$ cat src/rtl/l1pa_shift_offset_gen.sv
// L1PA shift-offset generator: accumulates per-page deltas modulo the share group size.
// Optional debug counters are enabled by defining SHIFT_OFFSET_DBG_CNT_EN.
module l1pa_shift_offset_gen #(
    parameter int SHARE_GROUP_SIZE   = 5,
    parameter int SHIFT_WIDTH        = 3,
    parameter int MAX_ALLOC_SEQ_NUM  = 2,
    parameter int SHIFT_OFFSET_DELAY = 3
) (
    input  logic                   sys_clk,
    input  logic                   rstn,
    input  logic                   flush_i,
    input  logic                   delta_valid_i,
    input  logic [SHIFT_WIDTH-1:0] delta_i,
    input  logic                   seq_start_i,
    input  logic                   seq_end_i,
    output logic                   offset_valid_o,
    output logic [SHIFT_WIDTH-1:0] shift_offset_o,
    output logic                   seq_last_o,
    output logic                   proto_err_o
`ifdef SHIFT_OFFSET_DBG_CNT_EN
    ,
    output logic [15:0]            dbg_seq_cnt_o,
    output logic                   dbg_err_sticky_o
`endif
);

    localparam int SW1   = SHIFT_WIDTH + 1;
    localparam int CNT_W = (MAX_ALLOC_SEQ_NUM > 2) ? $clog2(MAX_ALLOC_SEQ_NUM) : 1;
    localparam logic [SHIFT_WIDTH-1:0] GRP      = SHIFT_WIDTH'(SHARE_GROUP_SIZE);
    localparam logic [SHIFT_WIDTH:0]   GRP_W    = SW1'(SHARE_GROUP_SIZE);
    localparam logic [CNT_W-1:0]       CNT_LAST = CNT_W'(MAX_ALLOC_SEQ_NUM - 1);

    if (SHIFT_OFFSET_DELAY != 3) begin : g_delay_chk
        $error("l1pa_shift_offset_gen: only SHIFT_OFFSET_DELAY=3 is supported");
    end

    typedef enum logic {IDLE, IN_SEQ} state_t;

    logic                   s1_valid;
    logic [SHIFT_WIDTH-1:0] s1_delta;
    logic                   s1_start;
    logic                   s1_end;

    logic                   s2_valid;
    logic [SHIFT_WIDTH-1:0] s2_off;
    logic                   s2_last;
    logic                   s2_err;

    state_t                 state;
    state_t                 state_n;
    logic [CNT_W-1:0]       cnt;
    logic [CNT_W-1:0]       cnt_n;
    logic [SHIFT_WIDTH-1:0] acc;
    logic [SHIFT_WIDTH-1:0] acc_n;
    logic                   last_n;
    logic                   err_n;
    logic                   restart;
    logic [SHIFT_WIDTH-1:0] red_delta;
    logic [SHIFT_WIDTH:0]   sum;
    logic [SHIFT_WIDTH:0]   sum_mod;

    assign red_delta = (delta_i >= GRP) ? delta_i - GRP : delta_i;

    always_ff @(posedge sys_clk or negedge rstn) begin
        if (!rstn) begin
            s1_valid <= 1'b0;
            s1_delta <= '0;
            s1_start <= 1'b0;
            s1_end   <= 1'b0;
        end else if (flush_i) begin
            s1_valid <= 1'b0;
        end else begin
            s1_valid <= delta_valid_i;
            if (delta_valid_i) begin
                s1_delta <= red_delta;
                s1_start <= seq_start_i;
                s1_end   <= seq_end_i;
            end
        end
    end

    assign sum     = {1'b0, acc} + {1'b0, s1_delta};
    assign sum_mod = (sum >= GRP_W) ? sum - GRP_W : sum;

    // An element arriving while IDLE always opens a new sequence.
    always_comb begin
        restart = s1_start || (state == IDLE);
        err_n   = (state == IDLE) ? !s1_start : s1_start;
        acc_n   = restart ? s1_delta : sum_mod[SHIFT_WIDTH-1:0];
        state_n = state;
        cnt_n   = cnt;
        last_n  = 1'b0;
        unique case (1'b1)
            restart: begin
                cnt_n   = CNT_W'(1);
                last_n  = s1_end;
                state_n = s1_end ? IDLE : IN_SEQ;
            end
            (!restart && s1_end): begin
                last_n  = 1'b1;
                state_n = IDLE;
            end
            (!restart && !s1_end && (cnt == CNT_LAST)): begin
                err_n   = 1'b1;
                last_n  = 1'b1;
                state_n = IDLE;
            end
            default: begin
                cnt_n = cnt + CNT_W'(1);
            end
        endcase
    end

    always_ff @(posedge sys_clk or negedge rstn) begin
        if (!rstn) begin
            state    <= IDLE;
            cnt      <= '0;
            acc      <= '0;
            s2_valid <= 1'b0;
            s2_off   <= '0;
            s2_last  <= 1'b0;
            s2_err   <= 1'b0;
        end else if (flush_i) begin
            s2_valid <= 1'b0;
            state    <= IDLE;
        end else begin
            s2_valid <= s1_valid;
            if (s1_valid) begin
                acc     <= acc_n;
                state   <= state_n;
                cnt     <= cnt_n;
                s2_off  <= acc_n;
                s2_last <= last_n;
                s2_err  <= err_n;
            end
        end
    end

    // Outputs are forced to zero whenever no offset is valid.
    always_ff @(posedge sys_clk or negedge rstn) begin
        if (!rstn) begin
            offset_valid_o <= 1'b0;
            shift_offset_o <= '0;
            seq_last_o     <= 1'b0;
            proto_err_o    <= 1'b0;
        end else if (flush_i) begin
            offset_valid_o <= 1'b0;
            shift_offset_o <= '0;
            seq_last_o     <= 1'b0;
            proto_err_o    <= 1'b0;
        end else begin
            offset_valid_o <= s2_valid;
            shift_offset_o <= s2_valid ? s2_off : '0;
            seq_last_o     <= s2_valid && s2_last;
            proto_err_o    <= s2_valid && s2_err;
        end
    end

`ifdef SHIFT_OFFSET_DBG_CNT_EN
    always_ff @(posedge sys_clk or negedge rstn) begin
        if (!rstn) begin
            dbg_seq_cnt_o    <= '0;
            dbg_err_sticky_o <= 1'b0;
        end else begin
            if (offset_valid_o && seq_last_o && (dbg_seq_cnt_o != 16'hFFFF))
                dbg_seq_cnt_o <= dbg_seq_cnt_o + 16'd1;
            if (proto_err_o || (delta_valid_i && (delta_i >= GRP)))
                dbg_err_sticky_o <= 1'b1;
        end
    end
`endif

endmodule
$ cat config.mk
export PLATFORM = sky130hd
export DESIGN_NAME = l1pa_shift_offset_gen
export DESIGN_NICKNAME = d
export VERILOG_FILES = /design/src/rtl/l1pa_shift_offset_gen.sv
export SDC_FILE = /design/constraint.sdc
export NUM_CORES = 1
export LEC_CHECK = 0
export CORE_AREA = 3 3 54 56
export CTS_CLUSTER_DIAMETER = 50
export DETAILED_ROUTE_END_ITERATION = 16
export DIE_AREA = 0 0 57 59
export PLACE_DENSITY = 0.62
export RECOVER_POWER = 25
export SETUP_SLACK_MARGIN = 0.1
export SKIP_CTS_REPAIR_TIMING = 1
export SLEW_MARGIN = 20
export SYNTH_ARGS = -nofsm -noshare
export SYNTH_HDL_FRONTEND = slang
export SYNTH_SLANG_ARGS = --single-unit
$ cat constraint.sdc
create_clock -name sys_clk -period 2.2 [get_ports sys_clk]
set_input_delay 0.33 -clock sys_clk [delete_from_list [all_inputs] [get_ports sys_clk]]
set_output_delay 0.33 -clock sys_clk [all_outputs]
set_load 0.02 [all_outputs]
# ---- Yosys cells after proc, flatten, opt, wreduce, memory -nomap -nowiden
# Index checks and enable logic that the tools add are counted.
dict set report op_classes {
  add_sub_neg 4
  order_cmp 2
  n_mux 18
  n_bitwise 3
  n_reduce_logical 16
}
# op n
set op_table {}
lappend op_table {{$mux 3} 5}
lappend op_table {{$mux 1} 10}
lappend op_table {{$pmux 1 s2} 3}
lappend op_table {{$reduce_and 2->1} 3}
lappend op_table {{$sub 3x3->3 const B} 2}
lappend op_table {{$logic_and 1x1->1} 5}
lappend op_table {{$add 3x3->4} 1}
lappend op_table {{$ge 4x3->1 const B} 1}
lappend op_table {{$ge 3x3->1 const B} 1}
lappend op_table {{$logic_not 1->1} 3}
lappend op_table {{$not 1->1} 3}
lappend op_table {{$reduce_and 3->1} 1}
lappend op_table {{$reduce_bool 3->1} 1}
lappend op_table {{$reduce_bool 2->1} 1}
lappend op_table {{$reduce_or 2->1} 1}
lappend op_table {{$add 1x1->1 const B} 1}
lappend op_table {{$logic_or 1x1->1} 1}
dict set report totals {
  reg_bits 20
  input_bits 9
  output_inout_bits 6
  elab_cells 57
}

# ---- Longest topological paths before layout
dict set report depth {
  depth_word 9
  ltp_mapped 8
  ltp_nobuf 8
}

# ---- Least setup slack after synthesis
# Ideal clock, no wire load.
dict set report synth_path {
  kind {register -> register}
  start {register s1_delta[0]}
  end {register acc[1]}
  setup_ps 124
  arrival_time_ps 2014
  slack_ps 62
  path_stages_with_launch 9
  n_path_buf 0
  synth_period_minus_slack_ps 2138
  path_cell_list {dfrtp_1 ha_1 fa_1 inv_1 ha_1 nand2b_1 a221oi_2 mux2i_1 o21ai_1}
}
dict set report synth_between {
  elab_chain_len 4
}
# element line_no
set synth_lines {}
lappend synth_lines {{start: declaration} 40} ;# logic [SHIFT_WIDTH-1:0] s1_delta;
lappend synth_lines {{start signal: assignment} 75} ;# s1_delta <= red_delta;
lappend synth_lines {{$add 3x3->4 *} 82} ;# assign sum = {1'b0, acc} + {1'b0, s1_delta};
lappend synth_lines {{$ge 4x3->1 or $sub 3x3->3 (tied branches)} 83} ;# assign sum_mod = (sum >= GRP_W) ? sum - GRP_W : sum;
lappend synth_lines {{$mux 3 *} 83}
lappend synth_lines {{$mux 3 *} 89} ;# acc_n = restart ? s1_delta : sum_mod[SHIFT_WIDTH-1:0];
lappend synth_lines {{end signal: assignment} 129} ;# acc <= acc_n;
lappend synth_lines {{end: declaration} 53} ;# logic [SHIFT_WIDTH-1:0] acc;
# Mark *: on every way between the ends. The rest lies on a longest branch, timed or not.
# A chain may end at the register's enable or synchronous reset.

# ---- Final worst setup path
dict set report layout_path {
  start {register acc[0]}
  end {register acc[1]}
}
dict set report layout_between {
  elab_chain_len 4
}
# element line_no
set layout_lines {}
lappend layout_lines {{$add 3x3->4 *} 82}
lappend layout_lines {{$ge 4x3->1 or $sub 3x3->3 (tied branches)} 83}
lappend layout_lines {{$mux 3 *} 83}
lappend layout_lines {{$mux 3 *} 89}
# Marks and branches as above.

==> impl_metrics.tcl <==
set metrics [dict create \
    slew_violations 0 \
    area.growth.synth_to_final_pct 27.3 \
    required_ns 2.41 \
    slew_headroom_pct 30.0 \
    first_pass_grt_wire_length_mm 3.08 \
    tightest_slew_ns 1.05 \
    final_hold_vio_count 0 \
    yosys.area.top_type "sky130_fd_sc_hd__dfrtp_1" \
    min_path_type "flip-flop to flip-flop" \
    ant_nets 0 \
    setup_repair_after_global_routing_missed_its_margin "true" \
    ys_types 25 \
    timing.setup.critical_path_class "flip-flop to flip-flop" \
    die_h_um 59 \
    leading_post_synthesis_cells_by_instance_count "sky130_fd_sc_hd__dfrtp_1, sky130_fd_sc_hd__inv_1, sky130_fd_sc_hd__nand2_1" \
    detail_route.wl_per_cell_um 11.9 \
    core_region_area_um2 2480 \
    place_area_um2 1180 \
    cts.sinks 20 \
    grt.total_usage_pct 12.2 \
    finalSetupViolCount 1 \
    synth-edff-count 0 \
    num_io_pins 15 \
    cp_data_arrival_time_ns 2.42 \
    dpl.hpwl_mm 1.30 \
    timing.critical_path.fanout_max 3 \
    post_synth_inst_count 97 \
    initial_utilization_pct 40.3 \
    clock_tree.buffer_depth 2 \
    synth_ff_type "sky130_fd_sc_hd__dfrtp_1" \
    whs_path_depth 2 \
    area_share_of_the_largest_cell_type_after_synthesis_pct 50.1 \
    post-route-worst-setup-slack_ns -0.00987 \
    p_per_area_nw_per_um2 851 \
    critPathLaunchType "flip-flop" \
    setup.worst_path.end_class "flip-flop" \
    violations "negative setup slack" \
    nFillCells 233 \
    drt_iter0_drc 4 \
    ys_seq_area_share_pct 50.1 \
    vias 706 \
    vias_in_the_first_global_route 730 \
    asyncSetResetFlopFracSynth_pct 100 \
    cellLeakagePower_uw 0.000596 \
    most_numerous_cell_in_the_yosys_netlist "sky130_fd_sc_hd__dfrtp_1" \
    pre_cts_ws_ns -0.0454 \
    crit_slowest_cell "sky130_fd_sc_hd__fa_1" \
    post_route_cells_drive_above_1_share_pct 13.0 \
    route.detailed.vias_per_inst 4.87 \
    path_cells "ha_2 -> fa_1 -> inv_2 -> ha_4 -> nand2b_4 -> a221oi_4 -> mux2i_1 -> o21ai_1" \
    min_period_ns 2.21 \
    n_antenna_cell 0 \
    synth_area_per_cell_um2 10.3 \
    ir_drop_mv 0.650 \
    cts_made_buffers 3 \
    critical-path-max-stage-delay_ns 0.53 \
    fin_area_um2 1270 \
    synth-seq-cells 20 \
    buffer_type_at_the_clock_tree_root "sky130_fd_sc_hd__clkbuf_4" \
    yosys_warnings 0 \
    gr-total-overflow 0 \
    buffer_ports.inserted 14 \
    post-route-drc-count 0 \
    grt_max_degree 21 \
    cts-htree-levels 1 \
    timing.reg2reg.worst_path_depth 8 \
    total_power_uw 1080 \
    synth.area.top_cells "sky130_fd_sc_hd__dfrtp_1, sky130_fd_sc_hd__ha_1, sky130_fd_sc_hd__o21ai_0, sky130_fd_sc_hd__inv_1, sky130_fd_sc_hd__nand2_1" \
    detail_route.wirelength_mm 1.72 \
    post_synth_instance_area_um2 998 \
    result_of_the_run "complete, but fails checks" \
    clock_latency_at_the_later_pin_of_the_worst_skew_pair_ns 0.31 \
    fp-row-count 18 \
    max-cap-violations 0 \
    highest_clock_rate_mhz 453 \
    drt_first_pass_iters 2 \
    tritoncts "yes" \
    finalHoldWorstSlack_ns 0.484 \
    finalClockSkew_ns 0.0139 \
    grt_antenna_before_repair 0 \
    overall_die_width_um 57 \
    nets 134 \
    place.gp.congestion 0.787 \
    syn-num-nets 115 \
    floorplan.die_area_um2 3360 \
    min_period_over_period_pct 100 \
    clk_transition_reported_paths_ns 0.12 \
]
[sequential cells by signal, summed over array words and instances (netlist names)]
| signal | cells |
|---|---|
| acc | 3 |
| cnt | 1 |
| offset_valid_o | 1 |
| proto_err_o | 1 |
| s1_delta | 3 |
| s1_end | 1 |
| s1_start | 1 |
| s1_valid | 1 |
| s2_err | 1 |
| s2_last | 1 |
| s2_valid | 1 |
| seq_last_o | 1 |
| shift_offset_o | 3 |
| state | 1 |
[cells in the final DEF, fill, tap and decap left out, types with 2 or more instances in the layout]
master / instances
sky130_fd_sc_hd__nand2b_1: 2
sky130_fd_sc_hd__buf_4: 2
sky130_fd_sc_hd__o21ai_1: 2
sky130_fd_sc_hd__nor3_1: 3
sky130_fd_sc_hd__nor3b_1: 2
sky130_fd_sc_hd__o21ai_0: 9
sky130_fd_sc_hd__dfrtp_1: 20
sky130_fd_sc_hd__and2_1: 5
sky130_fd_sc_hd__inv_1: 10
sky130_fd_sc_hd__nand2_1: 10
sky130_fd_sc_hd__ha_1: 5
sky130_fd_sc_hd__a21o_1: 2
sky130_fd_sc_hd__a21oi_1: 7
sky130_fd_sc_hd__mux2_2: 2
sky130_fd_sc_hd__ha_2: 2
sky130_fd_sc_hd__clkbuf_4: 3
sky130_fd_sc_hd__clkdlybuf4s50_1: 13
[where the power goes]
group	internal, µW	switching (µW)
Combinational	178	171
Sequential	407	28.3
Clock	184	114
Total	769	313
[kinds of logic after synthesis]
family	synth area share (%)
flip-flops	50.1
multiplexers	3.26
AND/OR/NAND/NOR	12.4
XOR/XNOR	1.75
buffers and inverters	5.39
AO/OA/AOI/OAI	15.0
adder cells (fa/ha/maj)	12.0
[through the flow]
step / TNS (ns) / util, % / std cells
3_5_place_dp: -0.0454 / 47.7 / 140
3_3_place_gp: 0 / 47.7 / 140
6_report: -0.00987 / 51.3 / 145
5_1_grt: -0.161 / 51.3 / 145
2_1_floorplan: 0 / - / 97
4_1_cts: -0.0411 / 49.8 / 144
[worst paths after layout]
| check | from | endpoint | slack (ns) |
|---|---|---|---|
| setup / recovery | acc[0] | acc[1] | -0.01 |
| hold / removal | s2_err | s2_err | 0.48 |
| setup reg to reg | acc[0] | acc[1] | -0.01 |
| hold reg to reg | s2_err | s2_err | 0.48 |
| max in group asynchronous | rstn | s1_delta[2] | 0.84 |
| min in group asynchronous | rstn | shift_offset_o[1] | 0.71 |
[critical path, delay by kind of cell, from the launching register on]
kind	cells	cell delay, ns
mux	1	0.22
buf+inv	1	0.06
flops	1	0.42
fa+ha+maj	3	0.89
simple gates	1	0.14
compound gates	2	0.38
[area by class of cell]
| type | count | area (µm²) | share of cell area [%] |
|---|---|---|---|
| clock buffers | 3 | 22.5 | 1.77 |
| clock inverters | 1 | 30.0 | 2.36 |
| inverters | 11 | 41.3 | 3.25 |
| multi-input cells | 63 | 480 | 37.8 |
| flip-flops and latches | 20 | 500 | 39.4 |
| well taps | 30 | 37.5 | 2.95 |
| repair buffers | 17 | 159 | 12.5 |
[layer usage]
layer	share of wire [%]	track usage (%)	wire, µm
met5	0	0	0
met4	1.7	5.96	29
met3	4.6	3.92	79
met2	51	20.6	875
met1	43	14.2	738
Power figures use the tool's default switching activity.
